**src/rtl/bk_chunk_addsub.sv**
```systemverilog
// Multi-cycle wide adder/subtractor: one CHUNK-bit Brent-Kung core reused over
// WIDTH/CHUNK cycles, least-significant chunk first, with a registered carry.
module bk_chunk_addsub #(
   parameter int WIDTH = 256,
   parameter int CHUNK = 64
) (
   input  logic             clk,
   input  logic             rst,
   input  logic             in_valid,
   output logic             in_ready,
   input  logic [WIDTH-1:0] in_a,
   input  logic [WIDTH-1:0] in_b,
   input  logic             in_sub,
   input  logic             in_cin,
   output logic             out_valid,
   input  logic             out_ready,
   output logic [WIDTH-1:0] out_sum,
   output logic             out_cout,
   output logic             out_zero
);

   localparam int NCHUNK = WIDTH / CHUNK;
   localparam int LOG2C  = $clog2(CHUNK);
   localparam int KW     = (NCHUNK > 1) ? $clog2(NCHUNK) : 1;
   localparam logic [KW-1:0] K_LAST = KW'(NCHUNK - 1);

   typedef enum logic [1:0] {
      S_IDLE = 2'd0,
      S_RUN  = 2'd1,
      S_DONE = 2'd2
   } state_t;

   // Brent-Kung prefix adder; carry-in is folded into bit 0's generate so the
   // group generate at bit i-1 is directly the carry into bit i.
   function automatic logic [CHUNK:0] bk_add(input logic [CHUNK-1:0] a,
                                             input logic [CHUNK-1:0] b,
                                             input logic             cin);
      logic [CHUNK-1:0] p;
      logic [CHUNK-1:0] gp;
      logic [CHUNK-1:0] pp;
      logic [CHUNK-1:0] c;
      p     = a ^ b;
      gp    = a & b;
      gp[0] = gp[0] | (p[0] & cin);
      pp    = p;
      for (int l = 0; l < LOG2C; l++) begin
         for (int i = 0; i < CHUNK; i++) begin
            if (((i + 1) % (32'sd1 <<< (l + 1))) == 0) begin
               gp[i] = gp[i] | (pp[i] & gp[i - (32'sd1 <<< l)]);
               pp[i] = pp[i] & pp[i - (32'sd1 <<< l)];
            end
         end
      end
      for (int l = LOG2C - 2; l >= 0; l--) begin
         for (int i = 0; i < CHUNK; i++) begin
            if ((i >= (32'sd1 <<< (l + 1))) &&
                (((i + 1) % (32'sd1 <<< (l + 1))) == (32'sd1 <<< l))) begin
               gp[i] = gp[i] | (pp[i] & gp[i - (32'sd1 <<< l)]);
               pp[i] = pp[i] & pp[i - (32'sd1 <<< l)];
            end
         end
      end
      c[0] = cin;
      for (int i = 1; i < CHUNK; i++) begin
         c[i] = gp[i - 1];
      end
      return {gp[CHUNK-1], p ^ c};
   endfunction

   state_t             r_state;
   state_t             w_state_nx;
   logic [WIDTH-1:0]   r_a;
   logic [WIDTH-1:0]   r_b;
   logic [WIDTH-1:0]   r_sum;
   logic               r_carry;
   logic               r_zero;
   logic [KW-1:0]      r_k;
   int                 w_idx;
   logic [CHUNK:0]     w_core;

   // Current chunk through the core.
   always_comb begin
      w_idx  = int'(r_k) * CHUNK;
      w_core = bk_add(r_a[w_idx +: CHUNK], r_b[w_idx +: CHUNK], r_carry);
   end

   // State register.
   always_ff @(posedge clk or posedge rst) begin
      if (rst) begin
         r_state <= S_IDLE;
      end else begin
         r_state <= w_state_nx;
      end
   end

   // Next-state logic.
   always_comb begin
      w_state_nx = r_state;
      case (r_state)
         S_IDLE:  w_state_nx = in_valid ? S_RUN : S_IDLE;
         S_RUN:   w_state_nx = (r_k == K_LAST) ? S_DONE : S_RUN;
         S_DONE:  w_state_nx = out_ready ? S_IDLE : S_DONE;
         default: w_state_nx = S_IDLE;
      endcase
   end

   // Operand capture and chunk-serial accumulation; subtraction is A + ~B + ~cin.
   always_ff @(posedge clk or posedge rst) begin
      if (rst) begin
         r_a     <= '0;
         r_b     <= '0;
         r_sum   <= '0;
         r_carry <= 1'b0;
         r_zero  <= 1'b0;
         r_k     <= '0;
      end else begin
         case (r_state)
            S_IDLE: begin
               if (in_valid) begin
                  r_a     <= in_a;
                  r_b     <= in_sub ? ~in_b : in_b;
                  r_carry <= in_sub ^ in_cin;
                  r_zero  <= 1'b1;
                  r_k     <= '0;
               end
            end
            S_RUN: begin
               r_sum[w_idx +: CHUNK] <= w_core[CHUNK-1:0];
               r_carry               <= w_core[CHUNK];
               r_zero                <= r_zero & (w_core[CHUNK-1:0] == '0);
               r_k                   <= (r_k == K_LAST) ? '0 : r_k + 1'b1;
            end
            default: begin
            end
         endcase
      end
   end

   assign in_ready  = (r_state == S_IDLE);
   assign out_valid = (r_state == S_DONE);
   assign out_sum   = r_sum;
   assign out_cout  = r_carry;
   assign out_zero  = r_zero;

endmodule
```
**config.mk**
```make
export PLATFORM = sky130hd
export DESIGN_NAME = bk_chunk_addsub
export DESIGN_NICKNAME = d
export VERILOG_FILES = /design/src/rtl/bk_chunk_addsub.sv
export SDC_FILE = /design/constraint.sdc
export NUM_CORES = 2
export LEC_CHECK = 0
export CAP_MARGIN = 20
export CORE_ASPECT_RATIO = 0.6
export CORE_MARGIN = 5
export CORE_UTILIZATION = 50
export DETAILED_ROUTE_END_ITERATION = 10
export GPL_TIMING_DRIVEN = 0
export PLACE_DENSITY = 0.79
export SYNTH_ARGS = -nofsm -noshare
export SYNTH_HDL_FRONTEND = slang
export SYNTH_SLANG_ARGS = --single-unit
export TNS_END_PERCENT = 50
```
**constraint.sdc**
```tcl
create_clock -name clk -period 37.3 [get_ports clk]
set_input_delay 9.325 -clock clk [delete_from_list [all_inputs] [get_ports clk]]
set_output_delay 9.325 -clock clk [all_outputs]
set_load 0.03 [all_outputs]
```
==> results.ini <==
[worst_setup_path]
cp_max_fo = 10
cpMostUsedCell = clkbuf_1
arrival_ns = 12.84
startpoint_type = primary input
path_buf_inv = 4
cp_slowest_cell = clkbuf_1
cp_cell_sequence = clkdlybuf4s50_1 > nor3b_1 > clkbuf_1 > clkbuf_1 > buf_2 > a21oi_1
setup.worst_path.class = primary input to register
critical_path.max_stage_delay_ns = 0.96
reg2reg_to = out_zero
crit-reg2reg-launch = r_k[1]
reg2regPathDepth = 22
worstSetupEndpointType = register
ff2ff_setup_slack_ns = 28.96
crit_required_ns = 37.80
crit_family = buffers and inverters

[synth]
synth_nets = 3616
ys_seq_area_frac = 0.538
synth_flop_cell = dfrtp_1
avgSynthCellArea_um2 = 12.0
synth_seq_cells = 774
ys_types = 52
netlist_instances = 2997
synth_edf_count = 0
ys.warnings.count = 0
async_flop_share = 1.00
syn_area_um2 = 36000

[floorplanning]
fp.coreArea_um2 = 71500
start_util = 0.503
fp.dieH_um = 218
io_pins = 778
placementRows = 76
die_area_um2 = 77600
die_x_um = 356

[final_layout]
fin_nets = 4490
drive_above_1_share = 0.158
final_common_cell = clkdlybuf4s50_1
area_growth_pct = 33.5
final_cells = 4942
final_cell_mix = clkdlybuf4s50_1 (776), dfrtp_1 (774), a21oi_1 (288)

[global_route]
grt_overflow = 0
grt_max_degree = 133
grt_usage = 0.354
grt_pass1_wl_mm = 199
grt_antenna_before_repair = 54
grt_pass1_vias = 29400

[routing]
first_pass_iters = 5
route.detailed.drc = 0
route.vias.total = 29200
via_per_inst = 5.92
first_iter_violations = 3370
drt_wl_total_mm = 140
drtAntennaViolNets = 0
route.detailed.wl_per_inst_um = 28.3

[timing]
hold_viol = 0
fin_tns_setup_ns = 0
rsz0062_at_grt = false
clock.fmax_mhz = 81.1
slew_violations = 0
hold_ws_ns = 0.478
skew_ns = 0.0236
setup_ws_ns = 24.96
slew_headroom = 0.173
finalCriticalPeriod_ns = 12.34
finalCritPeriodShare = 0.331
worst_pin_slew_ns = 1.24
setup_viol = 0

[worst_hold_path]
hold_path.class = register to register
min_from = out_sum[229]
min_to = out_sum[229]
hold_depth = 2

[place]
place_ws_ns = 24.41
placedCellCount = 4768
gp_congestion = 0.940
hpwlAfterDp_mm = 107
portBuffers = 776

[clocking]
ctsResizeCount = 0
htree_levels = 3
clk-insertion-delay-late_ns = 0.63
cts_made_buffers = 74
root_buffer = clkbuf_16
cts_tree = built
clockBufferDepth = 3
clock_sinks = 774
cts_hold_buf = 0
clk_pin_slew_ns = 0.07
cts_setup_buffers = 0

[run]
max-cap-violations = 0

[run_status]
status = complete, no violations

==> final cells by class <==
| class | instances | area (um^2) |
|---|---|---|
| Inverter | 63 | 244 |
| Tap cell | 975 | 1220 |
| Timing Repair Buffer | 798 | 8120 |
| Multi-Input combinational cell | 1960 | 15500 |
| Sequential cell | 774 | 19400 |
| Clock buffer | 106 | 2180 |
| Buffer | 200 | 847 |
| Fill cell | 5290 | 23500 |
| Antenna cell | 34 | 85.1 |
| Clock inverter | 32 | 450 |
==> Yosys cell counts (all sizes together) (33+ instances only) <==
master	n	area [um^2]
mux4	128	2880
fa	33	661
dfrtp	774	19400
inv	63	236
o21ai	232	1170
clkbuf	120	450
mux2	256	2880
a22o	46	403
buf	80	397
nand2	245	920
xnor2	267	2340
a21oi	288	1440
nor2	278	1040
ha	68	851
==> state kept, by name, indices dropped and copies added, names as in the netlist <==
signal / count
out_sum: 256
r_a: 256
r_b: 256
r_k: 2
r_state: 2
out_cout: 1
out_zero: 1
==> worst max path at each step <==
| stage | from | endpoint | slack, ns | cells past startpoint |
|---|---|---|---|---|
| detailed placement | in_valid | r_b[244] | 24.41 | 6 |
| floorplan | rst | out_cout | 6.25 | 1 |
| CTS | in_valid | r_b[239] | 25.04 | 6 |
| global route | rst | r_a[195] | 24.85 | 6 |
| finish | in_valid | r_b[239] | 24.96 | 6 |
| global placement | rst | r_a[5] | -2.66 | 2 |
==> per-stage QoR <==
step	util	cell area (um^2)
floorplan	-	36000
global placement	0.629	45000
detailed placement	0.634	45300
CTS	0.671	48000
global route	0.672	48000
finish	0.672	48100
==> worst reg2reg max path, cell delays in order (launching register included) <==
cell and delay [ns]:
dfrtp_1 0.47, clkbuf_1 0.23, buf_2 0.54, clkbuf_1 0.70, buf_2 0.46, mux4_2 0.39, fa_1 0.40, inv_1 0.08
fa_1 0.23, nand2b_1 0.14, a21oi_1 0.11, o21ai_1 0.58, a31oi_1 0.21, a32oi_1 0.38, o21bai_1 0.26, a21boi_1 0.37
fa_1 0.25, xor2_1 0.96, nand4_1 0.23, or4_1 0.46, nor4_1 0.61, o21ai_1 0.11, o21ai_1 0.10
==> layer usage <==
layer | wire length (um) | share of wire | vias up | global-route usage
met4 | 4920 | 0.035 | 28 | 0.118
met3 | 14100 | 0.10 | 301 | 0.0833
li1 | - | - | 12200 | -
met2 | 63000 | 0.45 | 1706 | 0.539
met5 | 193 | 0.0014 | - | 0
met1 | 57500 | 0.41 | 15000 | 0.506
==> cell families (layout without fill, tap and decap cells) <==
kind of cell	count (synthesis)	in the layout	synth area share
AOI/OAI and AO/OA	611	611	0.0948
xor gates and xnor gates	288	288	0.0701
adders and majority gates	101	101	0.0420
buffers and inverters	263	1199	0.0301
DFF	774	774	0.538
muxes	385	385	0.160
other	0	34	0
and+or+nand+nor	575	575	0.0644
Power is not shown: default switching activity piles up to over one toggle a cycle in this logic, so the estimate is an artifact.
